`config.mk`:
```
export PLATFORM = sky130hd
export DESIGN_NAME = rtc_bus_timing_flat
export DESIGN_NICKNAME = d
export VERILOG_FILES = /design/src/rtl/rtc_bus_timing_pkg.sv /design/src/rtl/rtc_bus_timing_if.sv /design/src/rtl/rtc_bus_timing_strobe_decode.sv /design/src/rtl/rtc_bus_timing.sv /design/src/flat_wrapper.sv
export SDC_FILE = /design/constraint.sdc
export NUM_CORES = 1
export LEC_CHECK = 0
export CAP_MARGIN = 15
export CORE_ASPECT_RATIO = 1.2
export CORE_MARGIN = 10
export CORE_UTILIZATION = 54
export CTS_CLUSTER_SIZE = 20
export DETAILED_ROUTE_END_ITERATION = 8
export GPL_TIMING_DRIVEN = 0
export HOLD_SLACK_MARGIN = 0.1
export PLACE_DENSITY = 0.84
export SLEW_MARGIN = 20
export SYNTH_ARGS = -nofsm -noshare
export SYNTH_HDL_FRONTEND = slang
export SYNTH_SLANG_ARGS = --single-unit
export TNS_END_PERCENT = 20
```
`constraint.sdc`:
```
create_clock -name reloj -period 4.1 [get_ports reloj]
set_input_delay 0.82 -clock reloj [delete_from_list [all_inputs] [get_ports reloj]]
set_output_delay 0.82 -clock reloj [all_outputs]
set_load 0.02 [all_outputs]
```
`src/rtl/rtc_bus_timing_pkg.sv`:
```
// -----------------------------------------------------------------------------
// rtc_bus_pkg
// Shared definitions for the RTC multiplexed-bus timing generator:
//   - transaction mode encoding and the frame count each mode runs
//   - strobe window bounds, expressed as cont_32 step indices
//   - the frame index where a write transaction turns into read cycles
//   - the sequencer state type
// Optional feature macro: FRAME_GAP_EN adds the ST_GAP state.
// -----------------------------------------------------------------------------
package rtc_bus_pkg;

  // Mode carried in out_port[1:0] when a transaction is started.
  typedef enum logic [1:0] {
    MODE_INIT  = 2'b00,
    MODE_READ  = 2'b01,
    MODE_WRITE = 2'b10,
    MODE_MODS  = 2'b11
  } mode_t;

  // Number of 32-step frames per transaction for each mode.
  localparam logic [4:0] FRAMES_INIT  = 5'd1;
  localparam logic [4:0] FRAMES_READ  = 5'd10;
  localparam logic [4:0] FRAMES_WRITE = 5'd17;
  localparam logic [4:0] FRAMES_MODS  = 5'd1;

  // Strobe windows (inclusive cont_32 bounds).
  localparam logic [4:0] AD_LO      = 5'd1;
  localparam logic [4:0] AD_HI      = 5'd10;
  localparam logic [4:0] CS_A_LO    = 5'd2;
  localparam logic [4:0] CS_A_HI    = 5'd9;
  localparam logic [4:0] CS_D_LO    = 5'd14;
  localparam logic [4:0] CS_D_HI    = 5'd29;
  localparam logic [4:0] WR_A_LO    = 5'd3;
  localparam logic [4:0] WR_A_HI    = 5'd8;
  localparam logic [4:0] WR_D_LO    = 5'd16;
  localparam logic [4:0] WR_D_HI    = 5'd27;
  localparam logic [4:0] RD_D_LO    = 5'd16;
  localparam logic [4:0] RD_D_HI    = 5'd29;
  localparam logic [4:0] LE_LO      = 5'd24;
  localparam logic [4:0] LE_HI      = 5'd28;

  // In a write transaction, frames below this index write data; from this
  // frame on the RTC is read back.
  localparam logic [4:0] SPLIT_FRAME = 5'd7;

  typedef enum logic [2:0] {
    ST_IDLE   = 3'd0,
    ST_LOAD   = 3'd1,
    ST_FRAME  = 3'd2,
`ifdef FRAME_GAP_EN
    ST_GAP    = 3'd3,
`endif
    ST_FINISH = 3'd4
  } state_t;

  function automatic logic [4:0] frames_for_mode(input mode_t mode);
    logic [4:0] frames;
    case (mode)
      MODE_INIT:  frames = FRAMES_INIT;
      MODE_READ:  frames = FRAMES_READ;
      MODE_WRITE: frames = FRAMES_WRITE;
      default:    frames = FRAMES_MODS;
    endcase
    return frames;
  endfunction

  function automatic logic in_window(input logic [4:0] v,
                                     input logic [4:0] lo,
                                     input logic [4:0] hi);
    return (v >= lo) && (v <= hi);
  endfunction

  // A frame drives data onto the bus unless it is a read-type cycle.
  function automatic logic is_write_cycle(input mode_t mode,
                                          input logic [4:0] frame);
    logic wr;
    case (mode)
      MODE_READ:  wr = 1'b0;
      MODE_WRITE: wr = (frame < SPLIT_FRAME);
      default:    wr = 1'b1;
    endcase
    return wr;
  endfunction

endpackage

```
`src/rtl/rtc_bus_timing_if.sv`:
```
// -----------------------------------------------------------------------------
// rtc_bus_timing_if
// Bundles the PicoBlaze write port and all timing/strobe outputs of
// rtc_bus_timing.
//   master : PicoBlaze side / consumer (drives en_01, port_id, out_port)
//   slave  : rtc_bus_timing (drives counters, pulses and RTC strobes)
// -----------------------------------------------------------------------------
interface rtc_bus_timing_if;
  logic       en_01;
  logic [7:0] port_id;
  logic [7:0] out_port;
  logic [4:0] cont_32;
  logic       enable_cont_32;
  logic [4:0] cont17;
  logic       LE;
  logic       sync;
  logic       AD_n;
  logic       CS_n;
  logic       RD_n;
  logic       WR_n;
  logic       busy;
  logic       done;

  modport master (
    output en_01, port_id, out_port,
    input  cont_32, enable_cont_32, cont17, LE, sync,
    input  AD_n, CS_n, RD_n, WR_n, busy, done
  );

  modport slave (
    input  en_01, port_id, out_port,
    output cont_32, enable_cont_32, cont17, LE, sync,
    output AD_n, CS_n, RD_n, WR_n, busy, done
  );
endinterface

```
`src/rtl/rtc_bus_timing_strobe_decode.sv`:
```
// -----------------------------------------------------------------------------
// rtc_strobe_decode
// Registered decoder turning (step, mode, frame) into the RTC strobes and LE.
// The caller presents the values the counters will hold in the next cycle,
// so the registered strobes line up with cont_32/cont17 as seen outside.
// Ports:
//   reloj, resetM  clock / async active-low reset (strobes high, LE low)
//   in_frame       next cycle is a FRAME cycle; otherwise everything idles
//   cont_32        next step index
//   cont17         next frame index
//   mode           next latched mode
//   AD_n..WR_n, LE registered outputs
// -----------------------------------------------------------------------------
module rtc_strobe_decode
  import rtc_bus_pkg::*;
(
  input  logic       reloj,
  input  logic       resetM,
  input  logic       in_frame,
  input  logic [4:0] cont_32,
  input  logic [4:0] cont17,
  input  mode_t      mode,
  output logic       AD_n,
  output logic       CS_n,
  output logic       RD_n,
  output logic       WR_n,
  output logic       LE
);

  logic write_cycle;
  logic ad_act;
  logic cs_act;
  logic wr_act;
  logic rd_act;
  logic le_act;

  always_comb begin
    write_cycle = is_write_cycle(mode, cont17);
    ad_act = in_frame && in_window(cont_32, AD_LO, AD_HI);
    cs_act = in_frame && (in_window(cont_32, CS_A_LO, CS_A_HI) ||
                          in_window(cont_32, CS_D_LO, CS_D_HI));
    // Address write happens in every frame; data write only in write cycles.
    wr_act = in_frame && (in_window(cont_32, WR_A_LO, WR_A_HI) ||
                          (write_cycle && in_window(cont_32, WR_D_LO, WR_D_HI)));
    rd_act = in_frame && !write_cycle && in_window(cont_32, RD_D_LO, RD_D_HI);
    le_act = in_frame && (mode == MODE_WRITE) && (cont17 >= SPLIT_FRAME) &&
             in_window(cont_32, LE_LO, LE_HI);
  end

  always_ff @(posedge reloj or negedge resetM) begin
    if (!resetM) begin
      AD_n <= 1'b1;
      CS_n <= 1'b1;
      RD_n <= 1'b1;
      WR_n <= 1'b1;
      LE   <= 1'b0;
    end else begin
      AD_n <= !ad_act;
      CS_n <= !cs_act;
      RD_n <= !rd_act;
      WR_n <= !wr_act;
      LE   <= le_act;
    end
  end

endmodule

```
`src/rtl/rtc_bus_timing.sv`:
```
// -----------------------------------------------------------------------------
// rtc_bus_timing
// Timing generator for the RTC multiplexed address/data bus. A PicoBlaze
// write to START_PORT launches a transaction of 1/10/17/1 frames (by mode);
// each frame is 32 steps of TICK_DIV reloj cycles.
// Ports:
//   reloj   system clock (rising edge)
//   resetM  asynchronous active-low reset
//   bus     rtc_bus_timing_if.slave: en_01/port_id/out_port in; cont_32,
//           enable_cont_32, cont17, LE, sync, AD_n, CS_n, RD_n, WR_n, busy,
//           done out
// Optional feature macro: FRAME_GAP_EN inserts GAP_TICKS idle steps between
// frames of a transaction.
// -----------------------------------------------------------------------------
module rtc_bus_timing
  import rtc_bus_pkg::*;
#(
  parameter int unsigned TICK_DIV   = 4,
  parameter logic [7:0]  START_PORT = 8'h11
`ifdef FRAME_GAP_EN
  , parameter int unsigned GAP_TICKS = 4
`endif
) (
  input  logic              reloj,
  input  logic              resetM,
  rtc_bus_timing_if.slave   bus
);

  localparam logic [7:0] PRESC_LAST = 8'(TICK_DIV - 1);
`ifdef FRAME_GAP_EN
  localparam logic [7:0] GAP_LAST   = 8'(GAP_TICKS - 1);
`endif

  state_t     state_reg,   state_next;
  mode_t      mode_reg,    mode_next;
  logic [4:0] frames_reg,  frames_next;
  logic [7:0] presc_reg,   presc_next;
  logic [4:0] cont_32_reg, cont_32_next;
  logic [4:0] cont17_reg,  cont17_next;
`ifdef FRAME_GAP_EN
  logic [7:0] gap_reg,     gap_next;
`endif

  logic start;
  logic step_end;
  logic frame_end;
  logic unused_out_port_bits;

  assign start     = bus.en_01 && (bus.port_id == START_PORT);
  assign step_end  = (presc_reg == PRESC_LAST);
  assign frame_end = (state_reg == ST_FRAME) && (cont_32_reg == 5'd31) && step_end;
  assign unused_out_port_bits = ^bus.out_port[7:2];

  always_ff @(posedge reloj or negedge resetM) begin
    if (!resetM) begin
      state_reg   <= ST_IDLE;
      mode_reg    <= MODE_INIT;
      frames_reg  <= 5'd0;
      presc_reg   <= 8'd0;
      cont_32_reg <= 5'd0;
      cont17_reg  <= 5'd0;
`ifdef FRAME_GAP_EN
      gap_reg     <= 8'd0;
`endif
    end else begin
      state_reg   <= state_next;
      mode_reg    <= mode_next;
      frames_reg  <= frames_next;
      presc_reg   <= presc_next;
      cont_32_reg <= cont_32_next;
      cont17_reg  <= cont17_next;
`ifdef FRAME_GAP_EN
      gap_reg     <= gap_next;
`endif
    end
  end

  always_comb begin
    state_next   = state_reg;
    mode_next    = mode_reg;
    frames_next  = frames_reg;
    presc_next   = presc_reg;
    cont_32_next = cont_32_reg;
    cont17_next  = cont17_reg;
`ifdef FRAME_GAP_EN
    gap_next     = gap_reg;
`endif

    case (state_reg)
      ST_IDLE: begin
        presc_next   = 8'd0;
        cont_32_next = 5'd0;
        cont17_next  = 5'd0;
        // Mode and frame count are only captured here, so a start request
        // during a transaction cannot disturb it.
        if (start) begin
          mode_next   = mode_t'(bus.out_port[1:0]);
          frames_next = frames_for_mode(mode_t'(bus.out_port[1:0]));
          state_next  = ST_LOAD;
        end
      end

      ST_LOAD: begin
        presc_next   = 8'd0;
        cont_32_next = 5'd0;
        cont17_next  = 5'd0;
        state_next   = ST_FRAME;
      end

      ST_FRAME: begin
        if (step_end) begin
          presc_next = 8'd0;
          if (cont_32_reg == 5'd31) begin
            cont_32_next = 5'd0;
            if (cont17_reg == frames_reg - 5'd1) begin
              cont17_next = 5'd0;
              state_next  = ST_FINISH;
            end else begin
              cont17_next = cont17_reg + 5'd1;
`ifdef FRAME_GAP_EN
              gap_next   = 8'd0;
              state_next = ST_GAP;
`endif
            end
          end else begin
            cont_32_next = cont_32_reg + 5'd1;
          end
        end else begin
          presc_next = presc_reg + 8'd1;
        end
      end

`ifdef FRAME_GAP_EN
      // Gap steps reuse the prescaler so each one is TICK_DIV cycles long.
      ST_GAP: begin
        cont_32_next = 5'd0;
        if (step_end) begin
          presc_next = 8'd0;
          if (gap_reg == GAP_LAST) begin
            state_next = ST_FRAME;
          end else begin
            gap_next = gap_reg + 8'd1;
          end
        end else begin
          presc_next = presc_reg + 8'd1;
        end
      end
`endif

      ST_FINISH: begin
        presc_next   = 8'd0;
        cont_32_next = 5'd0;
        cont17_next  = 5'd0;
        state_next   = ST_IDLE;
      end

      default: begin
        presc_next   = 8'd0;
        cont_32_next = 5'd0;
        cont17_next  = 5'd0;
        state_next   = ST_IDLE;
      end
    endcase
  end

  // Fed with next-cycle values so the registered strobes match cont_32.
  rtc_strobe_decode u_strobe_decode (
    .reloj    (reloj),
    .resetM   (resetM),
    .in_frame (state_next == ST_FRAME),
    .cont_32  (cont_32_next),
    .cont17   (cont17_next),
    .mode     (mode_next),
    .AD_n     (bus.AD_n),
    .CS_n     (bus.CS_n),
    .RD_n     (bus.RD_n),
    .WR_n     (bus.WR_n),
    .LE       (bus.LE)
  );

  assign bus.cont_32        = cont_32_reg;
  assign bus.cont17         = cont17_reg;
  assign bus.enable_cont_32 = frame_end;
  assign bus.sync           = (state_reg == ST_LOAD);
  assign bus.done           = (state_reg == ST_FINISH);
`ifdef FRAME_GAP_EN
  assign bus.busy = (state_reg == ST_LOAD) || (state_reg == ST_FRAME) ||
                    (state_reg == ST_GAP);
`else
  assign bus.busy = (state_reg == ST_LOAD) || (state_reg == ST_FRAME);
`endif

endmodule

```
`src/flat_wrapper.sv`:
```
// flat-port wrapper written by rule: the top's interface ports become plain ports
module rtc_bus_timing_flat import rtc_bus_pkg::*;
#(
  parameter int unsigned TICK_DIV   = 4,
  parameter logic [7:0]  START_PORT = 8'h11

)
  (reloj, resetM, bus_en_01, bus_port_id, bus_out_port, bus_cont_32, bus_enable_cont_32, bus_cont17, bus_LE, bus_sync, bus_AD_n, bus_CS_n, bus_RD_n, bus_WR_n, bus_busy, bus_done);
  rtc_bus_timing_if bus_i ();
  input  logic reloj;
  input  logic resetM;
  input wire logic [$bits(bus_i.en_01)-1:0] bus_en_01;
  input wire logic [$bits(bus_i.port_id)-1:0] bus_port_id;
  input wire logic [$bits(bus_i.out_port)-1:0] bus_out_port;
  output wire logic [$bits(bus_i.cont_32)-1:0] bus_cont_32;
  output wire logic [$bits(bus_i.enable_cont_32)-1:0] bus_enable_cont_32;
  output wire logic [$bits(bus_i.cont17)-1:0] bus_cont17;
  output wire logic [$bits(bus_i.LE)-1:0] bus_LE;
  output wire logic [$bits(bus_i.sync)-1:0] bus_sync;
  output wire logic [$bits(bus_i.AD_n)-1:0] bus_AD_n;
  output wire logic [$bits(bus_i.CS_n)-1:0] bus_CS_n;
  output wire logic [$bits(bus_i.RD_n)-1:0] bus_RD_n;
  output wire logic [$bits(bus_i.WR_n)-1:0] bus_WR_n;
  output wire logic [$bits(bus_i.busy)-1:0] bus_busy;
  output wire logic [$bits(bus_i.done)-1:0] bus_done;
  assign bus_i.en_01 = bus_en_01;
  assign bus_i.port_id = bus_port_id;
  assign bus_i.out_port = bus_out_port;
  assign bus_cont_32 = bus_i.cont_32;
  assign bus_enable_cont_32 = bus_i.enable_cont_32;
  assign bus_cont17 = bus_i.cont17;
  assign bus_LE = bus_i.LE;
  assign bus_sync = bus_i.sync;
  assign bus_AD_n = bus_i.AD_n;
  assign bus_CS_n = bus_i.CS_n;
  assign bus_RD_n = bus_i.RD_n;
  assign bus_WR_n = bus_i.WR_n;
  assign bus_busy = bus_i.busy;
  assign bus_done = bus_i.done;
  rtc_bus_timing #(.TICK_DIV(TICK_DIV), .START_PORT(START_PORT)) u_core (.reloj(reloj), .resetM(resetM), .bus(bus_i));
endmodule
```
==> results of run 1 <==
==> worst register-to-register path: cells and delay by family, from the launching register on <==
| family | cells | cell delay, ns |
|---|---|---|
| flops | 1 | 0.45 |
| compound gates | 2 | 0.41 |
| simple gates | 4 | 1.76 |
==> through the flow <==
stage | setup WS [ns] | instances | cell area (um^2) | total power [mW]
floorplan | 1.48 | 184 | 1800 | 0.341
global placement | 0.999 | 251 | 2160 | 0.364
detailed placement | 0.939 | 251 | 2150 | 0.365
CTS | 0.564 | 259 | 2200 | 0.534
global route | 0.384 | 259 | 2200 | 0.551
finish | 0.580 | 259 | 2200 | 0.524
==> synthesized netlist by cell type (5+ instances only) <==
cell type / n / area [um^2]
nand2_1: 12 / 45.0
nand3_1: 6 / 30.0
nand4_1: 7 / 43.8
nor4_1: 5 / 31.3
o21ai_0: 6 / 30.0
xnor2_1: 9 / 78.8
a21oi_1: 8 / 40.0
dfrtp_1: 27 / 676
nor2_1: 14 / 52.6
ha_1: 7 / 87.6
xor2_1: 6 / 52.6
nor2b_1: 5 / 31.3
inv_1: 12 / 45.0
==> placed cells by master, fill, tap and decap left out, types with 3 or more instances in the layout <==
cell,instances
mux2_2,3
nor4_1,5
nor3b_1,4
and3_1,4
ha_1,7
xnor2_1,9
inv_1,12
clkdlybuf4s50_1,30
nand3_1,6
nor3_1,3
dfstp_2,4
mux2i_1,3
nor4b_1,3
o21ai_0,6
dfrtp_1,27
a21oi_1,8
nor2_1,14
clkbuf_4,5
nand4_1,7
clkbuf_1,5
nand2_1,12
xor2_1,6
nor2b_1,5
==> routing by layer <==
layer | vias up | track usage, %
met2 | 33 | 22.7
met4 | 0 | 5.52
met3 | 7 | 5.48
li1 | 743 | -
met1 | 719 | 15.1
met5 | - | 0
==> kinds of logic (layout without fill, tap and decap cells) <==
kind of cell	count (synthesis)	after routing
flops	31	31
mux	6	6
simple gates	78	78
compound gates	31	31
buf+inv	16	55
fa+ha+maj	7	7
xor+xnor	15	15
==> power groups by stage <==
stage / Combinational, mW / Clock [mW] / Sequential, mW
after floorplan: 0.0238 / 0 / 0.317
after global placement: 0.0471 / 0 / 0.317
after detailed placement: 0.0479 / 0 / 0.318
after CTS: 0.0482 / 0.174 / 0.312
after global routing: 0.0531 / 0.186 / 0.312
final: 0.0477 / 0.165 / 0.312
==> path summary, 6_finish.rpt <==
path / startpoint / endpoint / slack [ns]
worst max-delay path: u_core.presc_reg[2] / bus_enable_cont_32 / 0.58
worst min-delay path: u_core.presc_reg[0] / u_core.presc_reg[0] / 0.48
worst max register to register: u_core.presc_reg[2] / u_core.u_strobe_decode.WR_n / 1.40
worst min register to register: u_core.presc_reg[0] / u_core.presc_reg[0] / 0.48
max in group asynchronous: resetM / u_core.bus.cont_32[4] / 3.14
min in group asynchronous: resetM / u_core.frames_reg[0] / 0.52
==> cell type report <==
| class | instances | area [um^2] | area share, % |
|---|---|---|---|
| Clock buffer | 8 | 48.8 | 2.21 |
| Inverter | 12 | 45.0 | 2.04 |
| Multi-Input combinational cell | 137 | 955 | 43.3 |
| Buffer | 4 | 23.8 | 1.08 |
| Timing Repair Buffer | 31 | 305 | 13.9 |
| Tap cell | 36 | 45.0 | 2.04 |
| Sequential cell | 31 | 781 | 35.4 |
==> qor.yml, run 1 <==
synth-seq-cells: 31
wl_um: 4040
synthDistinctLibCells: 47
synth_edf_count: 0
numPortBuffers: 31
area_delta_synth_final_pct: 22.1
vdd_drop_max_mv: 0.262
pin_count: 38
hold_slack_ns: 0.479
fin_worst_skew_ns: 0.00867
synth-seq-area-share_pct: 43.3
synth_top_family_by_area: "simple AND/OR/NAND/NOR gates"
cell_internal_pwr_uw: 399
first_iter_violations: 62
ys_warn_count: 0
ys_async_sr_fraction_pct: 100
cp_num_cells: 4
cp-start-kind: "flop"
rows: 22
routedWlPerCell_um: 15.6
numCtsBuffers: 5
p_switching_uw: 126
cts_resized: 0
grt_pass1_wl_um: 6800
cts_tree: "done"
dieArea_um2: 6060
max-slew-margin-rel_pct: 31.0
synth_xor_area_share_pct: 7.28
n_antenna_cell: 0
rsz0062_at_grt: "no"
route.met2.wl_um: 2070
synth-compound-area-share_pct: 11.5
top_layer: "met4"
vias_per_cell: 5.80
clockBufferDepth: 2
post_cts_buffers: 0
ant_nets: 0
cp_cell_sequence: "nor4_1 > nand2_1 > nor2_1 > clkdlybuf4s50_1"
worstHoldPathType: "reg2reg"
post-route-min-period_ns: 3.52
syn_avg_cell_area_um2: 9.81
seq_power_share_pct: 59.4
crit_required_ns: 3.28
setup-violations-final: 0
netlist_instances: 184
drive_gt1_share_pct: 11.2
grt.overflow.total: 0
synthMuxAreaShare_pct: 3.54
drv_cap: 0
report.final.slew_viol_count: 0
fp.coreArea_um2: 3140
wl_met1_um: 1620
critPathMaxFanout: 7
power.static_leakage_nw: 0.919
post-route-period-util_pct: 85.9
grt_start_max_net_pins: 32
numClockSinks: 31
critPathMaxStageDelay_ns: 0.90
worst_ep_arrival_time_ns: 2.70
setup_tns_ns: 0
synthSimpleGateAreaFrac_pct: 25.7
worstRegToRegCells: 6
largest_reg_flops: 8
worstMarginPinSlew_ns: 1.03
nFillCells: 256
critPathCaptureType: "primary output"
clockRootBuffer: "clkbuf_4"
synth_flop_cell: "dfrtp_1"
powerDensity_nw_per_um2: 238
grt_antenna_before_repair: 0
slowest_stage: "nor4_1"
wl_met3_um: 276
power_frac_comb_pct: 9.1
synth-adder-area-share_pct: 4.85
critPathBufInv: 1
syn_area_um2: 1800
status: "finished, final reports clean"
syn-num-nets: 210
gp_congestion: 0.900
worstSkewPairLatency_ns: 0.34
die_y_um: 83.3
dp_hpwl_um: 3170
clkPwrFrac_pct: 31.5
die_w_um: 72.8
vias: 1502
grt.total_usage_pct: 13.8
fin_nets: 248
fmax_ghz: 0.284
clk_pin_slew_ns: 0.09
hold_depth: 1
grt_pass1_vias: 1466
cts_hold_buf: 0
path_class: "reg2out"
final_util_pct: 70.2
cp_top_family: "simple AND/OR/NAND/NOR gates"
remaining_drc_errors: 0
start_util_pct: 57.5
htreeDepth: 2
netSwitchingFraction_pct: 24.0
drt-pass1-iter-count: 4
hold_viol: 0
Power figures use the tool's default switching activity.
==> run 2, diff against run 1 <==
- CAP_MARGIN: 15 -> unset
==> results of run 2 <==
No change in the layout: final DEF, timing and power equal those of run 1.
